## src/rtl/mp3_pkg.sv

```systemverilog
// mp3_pkg: shared types and constants for the MP3 stream feeder
package mp3_pkg;
  typedef enum logic [1:0] {IDLE, WAIT_DREQ, BURST, DRAIN} feeder_state_t;
  localparam int DEF_BURST_WORDS = 16;
  localparam int DREQ_SYNC_STAGES = 2;
  localparam bit SPI_MSB_FIRST = 1'b1;
endpackage

```

## src/rtl/mp3_word_fifo.sv

```systemverilog
// mp3_word_fifo: synchronous FIFO with a registered show-ahead output and total occupancy count
module mp3_word_fifo #(
  parameter int W = 16,
  parameter int DEPTH = 4,
  localparam int PW = $clog2(DEPTH),
  localparam int CW = PW + 1
) (
  input  logic          clk,
  input  logic          rst,
  input  logic          i_wr,
  input  logic [W-1:0]  i_wdata,
  input  logic          i_rd,
  output logic [W-1:0]  o_rdata,
  output logic          o_rvalid,
  output logic [CW-1:0] o_count
);
  logic [W-1:0] r_mem [DEPTH];
  logic [PW-1:0] r_wp, r_rp;
  logic [CW-1:0] r_scnt;
  logic [W-1:0] r_out;
  logic r_ov;
  logic w_free, w_sread, w_bypass, w_swrite;
  assign w_free = !r_ov | i_rd;
  assign w_sread = w_free & (r_scnt != '0);
  assign w_bypass = w_free & i_wr & (r_scnt == '0);
  assign w_swrite = i_wr & !w_bypass;
  assign o_rdata = r_out;
  assign o_rvalid = r_ov;
  assign o_count = r_scnt + CW'(r_ov);
  // storage array; pointers qualify its contents so it needs no reset
  always_ff @(posedge clk)
    if (w_swrite) r_mem[r_wp] <= i_wdata;
  // pointers, storage occupancy and the output register (fed straight from the write port when storage is empty)
  always_ff @(posedge clk or posedge rst)
    if (rst) begin
      r_wp <= '0;
      r_rp <= '0;
      r_scnt <= '0;
      r_out <= '0;
      r_ov <= 1'b0;
    end else begin
      r_wp <= r_wp + PW'(w_swrite);
      r_rp <= r_rp + PW'(w_sread);
      r_scnt <= r_scnt + CW'(w_swrite) - CW'(w_sread);
      if (w_sread) r_out <= r_mem[r_rp];
      else if (w_bypass) r_out <= i_wdata;
      if (w_free) r_ov <= w_sread | w_bypass;
    end
endmodule

```

## src/rtl/mp3_stream_feeder.sv

```systemverilog
// mp3_stream_feeder: DREQ-gated burst fetcher from song memory to the SPI stage
module mp3_stream_feeder
  import mp3_pkg::*;
#(
  parameter int ADDR_W = 16,
  parameter int unsigned SONG_WORDS = 4096,
  parameter int BURST_WORDS = DEF_BURST_WORDS,
  parameter int FIFO_DEPTH = 4
) (
  input  logic              clk,
  input  logic              rst,
  input  logic              i_start,
  input  logic              i_stop,
  input  logic              i_loop,
  input  logic              i_DREQ,
  output logic [ADDR_W-1:0] o_mem_addr,
  output logic              o_mem_rd,
  input  logic [15:0]       i_mem_data,
  output logic [15:0]       o_data,
  output logic              o_valid,
  input  logic              i_ready,
  output logic              o_busy,
  output logic              o_done
);
  localparam int AW = ADDR_W + 1;
  localparam int BW = $clog2(BURST_WORDS + 1);
  localparam int CW = $clog2(FIFO_DEPTH) + 1;
  localparam logic [AW-1:0] SONG_END = AW'(SONG_WORDS);
  localparam logic [AW-1:0] BURST_LEN = AW'(BURST_WORDS);
  feeder_state_t r_state, w_next;
  logic [DREQ_SYNC_STAGES-1:0] r_dreq;
  logic [AW-1:0] r_addr, w_rem;
  logic [BW-1:0] r_cnt;
  logic r_inflight, r_stop, r_done;
  logic w_dreq_s, w_end, w_drained, w_issue, w_load, w_clr, w_done, w_pop;
  logic [CW-1:0] w_fcount;
  logic [15:0] w_word;
  assign w_dreq_s = r_dreq[DREQ_SYNC_STAGES-1];
  assign w_rem = SONG_END - r_addr;
  assign w_end = r_addr == SONG_END;
  assign w_drained = (w_fcount == '0) & !r_inflight;
  assign w_issue = (r_state == BURST) & (r_cnt != '0) & ((w_fcount + CW'(r_inflight)) < CW'(FIFO_DEPTH));
  assign w_pop = o_valid & i_ready;
  assign o_mem_addr = r_addr[ADDR_W-1:0];
  assign o_mem_rd = w_issue;
  assign o_busy = r_state != IDLE;
  assign o_done = r_done;
  assign o_data = SPI_MSB_FIRST ? w_word : {w_word[7:0], w_word[15:8]};
  mp3_word_fifo #(.W(16), .DEPTH(FIFO_DEPTH)) u_fifo (
    .clk(clk),
    .rst(rst),
    .i_wr(r_inflight),
    .i_wdata(i_mem_data),
    .i_rd(w_pop),
    .o_rdata(w_word),
    .o_rvalid(o_valid),
    .o_count(w_fcount)
  );
  // two-flop synchronizer for the decoder request line
  always_ff @(posedge clk or posedge rst)
    if (rst) r_dreq <= '0;
    else r_dreq <= {r_dreq[DREQ_SYNC_STAGES-2:0], i_DREQ};
  // FSM state register
  always_ff @(posedge clk or posedge rst)
    if (rst) r_state <= IDLE;
    else r_state <= w_next;
  // FSM next state and datapath controls; a burst only ends once every word has left on o_valid
  always_comb begin
    w_next = r_state;
    w_load = 1'b0;
    w_clr = 1'b0;
    w_done = 1'b0;
    case (r_state)
      IDLE: begin
        w_clr = i_start & !i_stop;
        w_next = w_clr ? WAIT_DREQ : IDLE;
      end
      WAIT_DREQ: begin
        w_load = !r_stop & w_dreq_s;
        w_next = r_stop ? IDLE : w_dreq_s ? BURST : WAIT_DREQ;
      end
      BURST: w_next = (r_cnt == '0) ? DRAIN : BURST;
      DRAIN: if (w_drained) begin
        w_clr = !r_stop & w_end & i_loop;
        w_done = !r_stop & w_end & !i_loop;
        w_next = (r_stop | w_done) ? IDLE : WAIT_DREQ;
      end
      default: w_next = IDLE;
    endcase
  end
  // address pointer, burst counter, read-in-flight tracking, sticky stop and done pulse
  always_ff @(posedge clk or posedge rst)
    if (rst) begin
      r_addr <= '0;
      r_cnt <= '0;
      r_inflight <= 1'b0;
      r_stop <= 1'b0;
      r_done <= 1'b0;
    end else begin
      r_addr <= w_clr ? '0 : r_addr + AW'(w_issue);
      r_cnt <= w_load ? ((w_rem < BURST_LEN) ? w_rem[BW-1:0] : BW'(BURST_WORDS)) : r_cnt - BW'(w_issue);
      r_inflight <= w_issue;
      r_stop <= (w_next == IDLE) ? 1'b0 : r_stop | (i_stop & (r_state != IDLE));
      r_done <= w_done;
    end
endmodule

```

## config.mk

```make
export PLATFORM = sky130hd
export DESIGN_NAME = mp3_stream_feeder
export DESIGN_NICKNAME = d
export VERILOG_FILES = /design/src/rtl/mp3_pkg.sv /design/src/rtl/mp3_word_fifo.sv /design/src/rtl/mp3_stream_feeder.sv
export SDC_FILE = /design/constraint.sdc
export NUM_CORES = 1
export LEC_CHECK = 0
export ABC_AREA = 0
export CAP_MARGIN = 20
export CORE_MARGIN = 1
export CORE_UTILIZATION = 31
export CTS_CLUSTER_DIAMETER = 120
export DETAILED_ROUTE_END_ITERATION = 7
export GPL_TIMING_DRIVEN = 0
export SLEW_MARGIN = 10
export SYNTH_ARGS = -nofsm -noshare
export SYNTH_HDL_FRONTEND = slang
export SYNTH_HIERARCHICAL = 1
export SYNTH_SLANG_ARGS = --single-unit
```

## constraint.sdc

```tcl
create_clock -name clk -period 2.8 [get_ports clk]
set_clock_uncertainty 0.1 [all_clocks]
set_input_delay 0.56 -clock clk [delete_from_list [all_inputs] [get_ports clk]]
set_output_delay 0.56 -clock clk [all_outputs]
set_load 0.02 [all_outputs]
```

# After elaboration in Yosys (flattened, before gate mapping)

Memory sizes are Yosys's and may differ from the RTL's.
Index checks and enable logic that the tools add are counted.

Add/sub/neg operators: 9
$mul: 0
Divide/modulo/power cells: 0
$lt $le $gt $ge: 2
Eq/ne operators: 4
Shifts and indexed selects: 0
Muxes and demuxes: 20
Bitwise gates (word level): 18
Reduce and logical (&&, ||, !) cells: 15

Operator list:

| cell                                                                           | count |
|---|---|
| 16-bit 2-to-1 mux                                                              | 2 |
| 17-bit by 1-bit adder with 17-bit output                                       | 1 |
| 17-bit by 13-bit equality test with 1-bit output (second input constant)       | 1 |
| 17-bit by 5-bit less-than comparator with 1-bit output (second input constant) | 1 |
| 17-bit 2-to-1 mux                                                              | 1 |
| 13-bit by 17-bit subtractor with 17-bit output (first input constant)          | 1 |
| 1-bit AND                                                                      | 14 |
| 1-bit 2-to-1 mux                                                               | 10 |
| 5-bit 2-to-1 mux                                                               | 2 |
| 3-bit by 1-bit adder with 3-bit output                                         | 3 |
| 2-bit case mux with 4 select lines                                             | 1 |
| 1-bit logical NOT                                                              | 6 |
| 3-bit logical NOT                                                              | 2 |
| 2-bit 2-to-1 mux                                                               | 3 |
| 5-bit logical NOT                                                              | 1 |
| 5-bit nonzero test                                                             | 1 |
| 5-bit by 1-bit subtractor with 5-bit output                                    | 1 |
| 2-bit by 1-bit adder with 2-bit output                                         | 2 |
| 2-bit equality test (second input constant)                                    | 2 |
| 2-bit logical NOT                                                              | 2 |
| 1-bit bitwise OR                                                               | 4 |
| 2-bit nonzero test                                                             | 2 |
| 3-bit less-than comparator (second input constant)                             | 1 |
| 3-bit nonzero test                                                             | 1 |
| 3 further kinds                                                                | 3 |

Register bits after elaboration: 53
Latch bits: 0
RAM bits: 64
Bits in read-only memories: 0
Input bits: 23
Output and inout port bits: 36
Logic and storage cells: 81
Memories kept: 1

Memory list:

| name         | depth | width | rd ports | clocked after Yosys merged registers in | wr ports | RTL line            | source |
|---|---|---|---|---|---|---|---|
| u_fifo.r_mem | 4     | 16    | 1        | 0                                       | 1        | mp3_word_fifo.sv:17 | `logic [W-1:0] r_mem [DEPTH];` |

# Depth between registers and ports, before layout

Gate-level depths: netlist of the first run.

Depth after elaboration: 9
Depth in mapped cells: 11
Gate-level depth less buffers: 11

# Cells and area by module

Netlist of the first run, hierarchy kept.

By module, submodules not included:

| module            | times used | cells an instance | area each (µm²) | seq. area each (µm²) |
|---|---|---|---|---|
| mp3_word_fifo     | 1          | 214               | 3636.0          | 2522.4 |
| mp3_stream_feeder | 1          | 215               | 2013.2          | 725.7 |

# Worst setup path after synthesis of the first run

No wires, ideal clock.

Kind: reg-to-reg
Start: register u_fifo.r_ov, in the netlist u_fifo/o_rvalid
End: register r_addr[15]
Library setup time: 77 ps
Data arrival time: 3043 ps
Data required time: 2623 ps
Slack: -420 ps
Stages on the path, launching flop included: 11
Buffers on the path: 0
Clock period less this slack: 3220 ps
Cells stage by stage: dfrtp_1 > ha_1 > ha_1 > nand3_1 > xnor2_1 > nor3b_1 > ha_1 > and4_2 > nand4_1 > or3_1 > a21oi_1

Word-level cells in the longest chain between the ends: 6
Elaborated cells between the ends (all ways): 10
Those cells by class: add/sub (3); order compare (1); mux (3); bitwise (2); reduce/logical (1)

Ends and longest elaborated chain:

| item                                     | RTL line                 | source |
|---|---|---|
| start, declared                          | mp3_word_fifo.sv:21      | `logic r_ov;` |
| start signal, assigned                   | mp3_word_fifo.sv:47      | `if (w_free) r_ov <= w_sread \| w_bypass;` |
| 3-bit by 1-bit adder with 3-bit output   | mp3_word_fifo.sv:29      | `assign o_count = r_scnt + CW'(r_ov);` |
| named net w_fcount[1]                    | mp3_stream_feeder.sv:36  | `logic [CW-1:0] w_fcount;` |
| 3-bit by 1-bit adder with 3-bit output   | mp3_stream_feeder.sv:42  | `assign w_issue = (r_state == BURST) & (r_cnt != '0) & ((w_fcount + CW'(r_inflight)) < CW'(FIFO_DEPTH));` |
| 3-bit less-than comparator               | mp3_stream_feeder.sv:42  |  |
| 1-bit AND                                | mp3_stream_feeder.sv:42  |  |
| named net o_mem_rd                       | mp3_stream_feeder.sv:17  | `output logic o_mem_rd,` |
| 17-bit by 1-bit adder with 17-bit output | mp3_stream_feeder.sv:100 | `r_addr <= w_clr ? '0 : r_addr + AW'(w_issue);` |
| 17-bit 2-to-1 mux                        | mp3_stream_feeder.sv:100 |  |
| end signal, assigned                     | mp3_stream_feeder.sv:100 |  |
| end, declared                            | mp3_stream_feeder.sv:32  | `logic [AW-1:0] r_addr, w_rem;` |

The timed path passes the listed nets, and every way through them passes these cells.
A chain may end at the register's enable or synchronous reset.

# Worst setup path after layout of the first run

Start: register u_fifo.r_ov, in the netlist u_fifo/o_rvalid
End: register r_addr[15]

Word-level cells in the longest chain between the ends: 6
Elaborated cells between the ends (all ways): 10
Those cells by class: add/sub (3); order compare (1); mux (3); bitwise (2); reduce/logical (1)

Ends and longest elaborated chain:

| item                                                                                                  | RTL line |
|---|---|
| 3-bit by 1-bit adder with 3-bit output (*)                                                            | mp3_word_fifo.sv:29 |
| named net w_fcount[2]                                                                                 | mp3_stream_feeder.sv:36 |
| 3-bit by 1-bit adder with 3-bit output / 3-bit logical NOT (equally long branches)                    | mp3_stream_feeder.sv:42, mp3_stream_feeder.sv:41 |
| 3-bit less-than comparator / 1-bit AND (equally long branches)                                        | mp3_stream_feeder.sv:42, mp3_stream_feeder.sv:41 |
| 1-bit AND / 1-bit 2-to-1 mux (equally long branches)                                                  | mp3_stream_feeder.sv:42, mp3_stream_feeder.sv:83 |
| 17-bit by 1-bit adder with 17-bit output / 1-bit case mux with 2 select lines (equally long branches) | mp3_stream_feeder.sv:100, mp3_stream_feeder.sv:73 |
| 17-bit 2-to-1 mux (*)                                                                                 | mp3_stream_feeder.sv:100 |

Mark *: on every way through the listed nets, which the timed path passes. The rest lies on a longest branch.

==> results of run 1 <==
what timing repair did:
item / in CTS / in global routing
endpoints found under the hold margin: 0 / 0
pin swaps: 6 / 9
setup endpoints to repair: 13 / 21
buffers inserted: 6 / 3
resized for setup: 14 / 17
logic make-up (layout without fill, tap and decap cells):
kind of cell               Yosys count  after routing
AOI/OAI and AO/OA                   56             56
xor gates and xnor gates            30             30
adders and majority gates           14             14
buffers and inverters               58            163
DFF                                117            117
muxes                               18             18
and+or+nand+nor                    136            136
where the power goes:
part,leakage [nW],switching [mW],total (mW),internal [mW]
logic,1.30,0.906,1.79,0.885
registers,1.24,0.138,2.14,2.01
clock network,0.286,0.789,2.21,1.42
layer usage:
metal / share of wire / wire (um)
met4: 0.015 / 195
met3: 0.056 / 700
met5: 0 / 0
met1: 0.45 / 5614
met2: 0.48 / 6072
state kept, by name, summed over array words and instances (netlist names):
name,cells
u_fifo/r_mem,64
r_addr,17
u_fifo/o_rdata,16
r_cnt,5
u_fifo/r_scnt,3
r_dreq,2
r_state,2
u_fifo/r_rp,2
u_fifo/r_wp,2
o_done,1
r_inflight,1
r_stop,1
u_fifo/o_rvalid,1
through the flow:
step           utilization  hold WS, ns  cell area, sq um  setup WS [ns]
2_1_floorplan            -       0.2312              5683       -0.02424
3_3_place_gp        0.3732       0.2410              6545         -1.582
3_5_place_dp        0.3779       0.2378              6626        -0.3599
4_1_cts             0.4174       0.2625              7320       0.008234
5_1_grt             0.4257       0.2780              7465       -0.07974
6_report            0.4257       0.2630              7465        0.04867
cell type report:
cell class / instances / area (sq um)
clock buffer: 20 / 446.7
tap: 225 / 281.5
inverter: 19 / 71.32
clock inverter: 12 / 157.7
sequential: 117 / 3249
buffer: 39 / 286.5
multi-input combinational: 254 / 2231
timing repair buffer: 73 / 740.7
fill: 1606 / 10070
worst min-delay path by stage:
stage,from,endpoint,slack [ns],cells after the start
2_1_floorplan,r_dreq[0],r_dreq[1],0.23,0
4_1_cts,r_dreq[0],r_dreq[1],0.26,0
3_5_place_dp,r_dreq[0],r_dreq[1],0.24,0
5_1_grt,r_dreq[0],r_dreq[1],0.28,0
3_3_place_gp,r_dreq[0],r_dreq[1],0.24,0
6_report,r_dreq[0],r_dreq[1],0.26,0
placed cells by master, fill, tap and decap left out, types with 12 or more instances in the layout:
cell             netlist  final
a31oi_1               16     16
buf_4                 19     29
clkbuf_16              0     17
clkdlybuf4s50_1        0     57
dfrtp_1               53     52
edfxtp_1              64     64
inv_1                 19     19
nand3_1               26     25
nor2_1                30     29
nor3_1                15     12
o21ai_0               19     18
xnor2_1               20     19
==> summary.txt, run 1 <==
Outcome
  • Status: finished, final reports clean

Synthesis
  • Top cells by area, synth: edfxtp_1, dfrtp_1, mux4_1, mux4_2, xnor2_1
  • Compound-Gate Fraction of Synth Area: 0.06135
  • Sequential share of the synthesized area: 0.5750
  • Mapped Nets: 466
  • Post-synth EDFFs: 64
  • Synth Area in Adders: 0.03234
  • #FFs+latches synth: between 100 and 150
  • Post-synth top flop: edfxtp_1
  • Mean Syn Cell Area: 13.17 sq um
  • Largest family of logic cells by synthesized area: simple AND/OR/NAND/NOR gates
  • Synth cell types: 60
  • Synth Area in XOR/XNOR: 0.04651
  • Commonest cells in the netlist: edfxtp_1, dfrtp_1, nor2_1, nand3_1, xnor2_1
  • Mux contribution to synthesized area: 0.07265
  • Area share of and/or/nand/nor cells after synthesis: 0.1495
  • Share of the synthesized area in the top cell type: 0.3402
  • Cell taking the most area after synthesis: edfxtp_1
  • Synth warn: 6
  • Most common cell in the netlist: edfxtp_1
  • Cell Area, Synth: 5649 sq um
  • Asr flop ratio synth: 0.4530
  • Cells after synthesis: 429

Timing
  • Max_slew headroom: 0.4883
  • Slew Limit Fails: 0
  • RSZ-0062 raised after global routing: true
  • FMAX: around 0.36 GHz
  • Final Hold Viols: 0
  • Tcrit/Tclk final: 0.9826
  • Setup TNS: 0 ns
  • Worst slew pin tran: 0.7667 ns
  • Final setup fails: 0
  • Fin crit period: 2.751 ns

Placed design
  • HPWL after detailed placement: between 8000 and 9000 um
  • I/O Buffers: between 50 and 60
  • Placed Instances: just over 700
  • Final Wtd Congestion: ~0.82

Critical path
  • R2R depth: 10
  • CP Cell Sequence: ha_4 -> ha_4 -> xor2_4 -> xnor2_4 -> nor3b_4 -> ha_2 -> and4_4 -> nand4_1 -> or3_1 -> a21oi_1
  • RR Endpoint: r_addr[15]
  • Crit path DAT: 2.99 ns
  • Buffers & Inverters on Critical Path: 0
  • Crit. End Element: register
  • Critical Path Slowest Stage Cell: dfrtp_2
  • Setup CP Type: register to register
  • Crit. Startpoint: u_fifo/o_rvalid
  • FF-to-FF setup slack: between 0.04 and 0.05 ns
  • Worst path depth: 10
  • WP data required: 3.04 ns
  • CP delay by family, top: simple AND/OR/NAND/NOR gates
  • Max incr delay on CP: about 0.44 ns
  • Most used cell, CP: ha_4
  • Type of origin of the critical path: register
  • Worst-path maximum fanout: 4
  • Critical Path End: r_addr[15]
  • FF-to-FF Start: u_fifo/o_rvalid

Power
  • P_leak: ~2.8 nW
  • Tot Pwr: 6.146 mW
  • Power Density: 823.4 nW/um^2
  • Worst vdd ir: roughly 0.55 mV

GRT
  • Gr usage total: 0.1467
  • Total gr overflow: 0
  • Met2 Use GR: 0.2340
  • Initial antenna violation count: 0
  • Most Crowded Layer GR: met2
  • Vias in the first global route: 3906
  • M1 GR Usage: 0.1865
  • Largest net degree at the start of global routing: 25
  • GR Util met3: 0.03963
  • First-pass GRT wire length: 20460 um

Route
  • Drt first pass iters: 4
  • Via density: 4.972
  • Drt drc: 0
  • Antenna Nets Post-Route: 0
  • Vias: approximately 3800
  • WL/cell: 16.58 um
  • Starting DRT DRC Count: around 170
  • Post-Route WL: 12580 um

Layout
  • Final net count: 558
  • Layout cells sized above 1: 0.2528
  • N_diodes: 0
  • Layout area overhead: 32.14%
  • Fin cells: 759

Clock network
  • # clock sinks: ~120
  • CTS max path bufs: 2
  • TritonCTS Buffers: 17
  • Clock-pin slew on the worst setup and hold paths: 0.06 ns
  • CTS tree: yes
  • # H-tree levels: 4
  • Root Buffer: clkbuf_16
  • Post-CTS Hold Fix Bufs: 0
  • Worst-skew pair later-pin latency: 0.42 ns

Floorplan
  • DIE AREA: 18770 sq um
  • Initial core utilization: 0.3221
  • Core area: ~18000 sq um
  • IO Pins: between 50 and 60
  • Floorplan row count: 48
  • Die span in x: 137.0 um
  • Die Y-Extent: 137.0 um

Worst hold path
  • Hold crit path type: register to register

Flow run
  • Total of max-cap violations: 0
No activity file was read; power rests on OpenSTA's default activity.
==> run 2: changes to the inputs <==
Settings changed: CORE_UTILIZATION 31 to 51, PLACE_DENSITY set to 0.75, SYNTH_HIERARCHICAL 1 to unset.
==> run 2 against run 1 <==
Compared with the run above:
- first-iteration DRC count up 10%
- routed wire length down 12%
- clock power down 13%
- largest cell class unchanged
- die area down 40%
- non-clock buffer count down 7
- count of clock-buffer cells in the layout unchanged
- cell area down 5.9%
- sequential power about the same
- combinational power down 9%
- global-route usage up 7.4 points
==> summary.txt, run 2 <==
Outcome
  • Status: finished, final reports clean

Timing
  • Worst slew pin tran: 0.9072 ns (+0.1405 ns)
  • RSZ-0062 raised after global routing: true
  • Final Hold Viols: 0 (unchanged)
  • Fin Hold WS: 0.2516 ns (-0.01141 ns)
  • Final setup fails: 0 (unchanged)
  • Max_slew headroom: 0.3952 (-0.09308)
  • Fin crit period: 2.759 ns (+0.007898 ns)
  • Slew Limit Fails: 0 (unchanged)
  • FMAX: 0.3624 GHz (-0.29%)
  • Tcrit/Tclk final: 0.9854 (+0.002821)

Synthesis
  • Top cells by area, synth: edfxtp_1, dfrtp_1, mux4_2, ha_1, mux2i_1
  • Sequential share of the synthesized area: 0.5923 (+0.01732)
  • Synth cell types: 54 (-10%)
  • Mapped Nets: 452 (-3.0%)
  • Most common cell in the netlist: edfxtp_1
  • Mean Syn Cell Area: 13.28 sq um (+0.84%)
  • Post-synth EDFFs: 64 (unchanged)
  • Cell Area, Synth: 5484 sq um (-2.9%)
  • Cells after synthesis: 413 (-3.7%)
  • Share of the synthesized area in the top cell type: 0.3504 (+0.01025)
  • Synth warn: 0 (-6)
  • Post-synth top flop: edfxtp_1
  • #FFs+latches synth: 117 (unchanged)
  • Asr flop ratio synth: 0.4530 (unchanged)
  • Commonest cells in the netlist: edfxtp_1, dfrtp_1, nand2_1, nor2_1, o21ai_0
  • Cell taking the most area after synthesis: edfxtp_1

GRT
  • Initial antenna violation count: 0 (unchanged)
  • Gr usage total: 0.2209 (+0.07423)
  • First-pass GRT wire length: 18460 um (-9.7%)
  • Total gr overflow: 0 (unchanged)
  • Vias in the first global route: 3636 (-6.9%)
  • Largest net degree at the start of global routing: 36 (+44%)

Layout
  • Layout cells sized above 1: 0.2398 (-0.01304)
  • Top reg by flops: u_fifo.r_mem
  • N_diodes: 0 (unchanged)
  • Final net count: 539 (-3.4%)
  • Most frequent cells in the layout: edfxtp_1, clkdlybuf4s50_1, dfrtp_1
  • Largest register FFs: 64 (unchanged)
  • Most common cell after layout, fill and taps aside: edfxtp_1
  • Layout area overhead: 28.09%
  • Post-layout util: 0.6774 (+0.2517)
  • Design area: 7024 sq um (-5.9%)
  • FILL cells: 755 (-53%)

Route
  • WL/cell: 17.16 um (+3.5%)
  • Vias: 3559 (-5.7%)
  • Via density: 5.484 (+10%)
  • Drt first pass iters: 4 (unchanged)
  • Antenna Nets Post-Route: 0 (unchanged)
  • Drt drc: 0 (unchanged)
  • Post-Route WL: 11130 um (-12%)
  • Starting DRT DRC Count: 190 (+10%)

Placed design
  • Post-DP Area: 6376 sq um (-3.8%)
  • HPWL after detailed placement: 7426 um (-12%)
  • Final Wtd Congestion: 0.8128 (-0.83%)
  • I/O Buffers: 58 (unchanged)

Critical path
  • FF-to-FF setup slack: 0.04 ns (about the same)
  • R2R depth: 11 (+1)
  • Critical Path End: r_addr[13]
  • Crit. End Element: register
  • Setup CP Type: register to register
  • FF-to-FF Start: u_fifo.r_scnt[0]
  • WP data required: 3.10 ns (+0.06 ns)
  • RR Endpoint: r_addr[13]
  • Crit. Startpoint: u_fifo.r_scnt[0]
  • Worst-path maximum fanout: 3 (-1)
  • Crit path DAT: 3.06 ns (+0.07 ns)
  • Type of origin of the critical path: register

Floorplan
  • Initial core utilization: 0.5288 (+0.2067)
  • DIE AREA: 11170 sq um (-40%)
  • Die Y-Extent: 105.7 um (-23%)
  • Floorplan row count: 37 (-23%)
  • Die span in x: 105.7 um (-23%)
  • IO Pins: 59 (unchanged)
  • Core area: 10370 sq um (-41%)

Power
  • P_leak: 2.788 nW (-1.4%)
  • Worst vdd ir: 0.6086 mV (+11%)
  • Net Sw Frac: 0.2994 (+0.001207)
  • Tot Pwr: 5.701 mW (-7.2%)
  • Reg power frac: 0.375 (+0.026)
  • Int Pwr: 3.994 mW (-7.4%)
  • Clock power share: 0.338 (-0.022)
  • Combinational power share: 0.286 (-0.005)
  • Sw Pwr: 1.707 mW (-6.9%)
  • Power Density: 811.6 nW/um^2 (-1.4%)

Clock network
  • Worst-skew pair later-pin latency: 0.52 ns (+0.10 ns)
  • # clock sinks: 117 (unchanged)
  • CTS max path bufs: 2 (unchanged)
  • # H-tree levels: 4 (unchanged)
  • Root Buffer: clkbuf_8
  • CTS tree: yes
  • Clock-pin slew on the worst setup and hold paths: 0.06 ns (about the same)
  • TritonCTS Buffers: 17 (unchanged)

Worst hold path
  • Hold crit path type: register to register

Flow run
  • Total of max-cap violations: 0 (unchanged)
run 2: cell count changes after synthesis, sizes merged, moves of 4 or more:
cell and delta:
a21oi +4, nor3 -20, buf -7, a31oi -16, xor2 +4, clkbuf +5
nand3 -15, xnor2 -6, o22ai -4, mux2i +15, nand2 +19, nor3b -4
run 2: worst min-delay path by stage:
stage          depth (start not counted)  slack (ns)        end       from
2_1_floorplan                          0        0.23  r_dreq[1]  r_dreq[0]
3_3_place_gp                           0        0.25  r_dreq[1]  r_dreq[0]
3_5_place_dp                           0        0.25  r_dreq[1]  r_dreq[0]
4_1_cts                                0        0.25  r_dreq[1]  r_dreq[0]
5_1_grt                                0        0.26  r_dreq[1]  r_dreq[0]
6_report                               0        0.25  r_dreq[1]  r_dreq[0]
run 2: layer usage:
metal	part of all wire	track usage	wire, um	up-vias
li1	-	-	-	1667
met1	0.42	0.2682	4630	1783
met2	0.52	0.3763	5805	96
met3	0.051	0.06865	567	13
met4	0.012	0.06944	131	0
met5	0	0	0	-
run 2: worst max-delay path: stages, from the launching register on:
cell	delay [ns]
dfrtp_1	0.42
ha_4	0.18
ha_4	0.27
nand3_4	0.06
xnor2_2	0.15
nor3b_4	0.26
ha_2	0.27
nand2_2	0.07
or4b_4	0.56
nor2_2	0.11
xnor2_1	0.12
nor2_1	0.05
run 2: what timing repair did:
action	in CTS	in global routing
setup endpoints to repair	6	9
pin swaps	2	5
resized for setup	13	10
hold buffers	0	0
setup buffers	2	4
run 2: area by class of cell:
| class | count | area [sq um] | share of cell area |
|---|---|---|---|
| flip-flops and latches | 117 | 3249 | 0.4626 |
| multi-input cells | 240 | 2087 | 0.2971 |
| repair buffers | 68 | 680.7 | 0.09690 |
| clock buffers | 20 | 425.4 | 0.06056 |
| plain buffers | 37 | 234.0 | 0.03331 |
| well taps | 136 | 170.2 | 0.02423 |
| clock inverters | 12 | 106.4 | 0.01514 |
| inverters | 19 | 71.32 | 0.01015 |
run 2: power groups by stage:
stage | Clock [mW] | Combinational (mW) | Sequential, mW
after global placement | 0 | 1.49 | 2.17
after CTS | 1.96 | 1.57 | 2.14
final | 1.93 | 1.63 | 2.14
after floorplan | 0 | 0.889 | 2.29
after detailed placement | 0 | 1.54 | 2.18
after global routing | 2.04 | 1.80 | 2.16
run 2: through the flow:
stage	TNS, ns	worst slack, ns	std cells
floorplan	-0.03294	-0.02344	413
global placement	-60.79	-1.264	607
detailed placement	-1.918	-0.5643	611
CTS	0	0.004477	645
global route	-0.2343	-0.06467	649
finish	0	0.04077	649
run 2: cell families after synthesis:
group	after synthesis	synth area share
flip-flops	117	0.5923
AO/OA/AOI/OAI	46	0.05590
adder cells (fa/ha/maj)	16	0.03787
AND/OR/NAND/NOR	117	0.1177
buffers and inverters	56	0.05476
XOR/XNOR	28	0.04472
multiplexers	33	0.09674
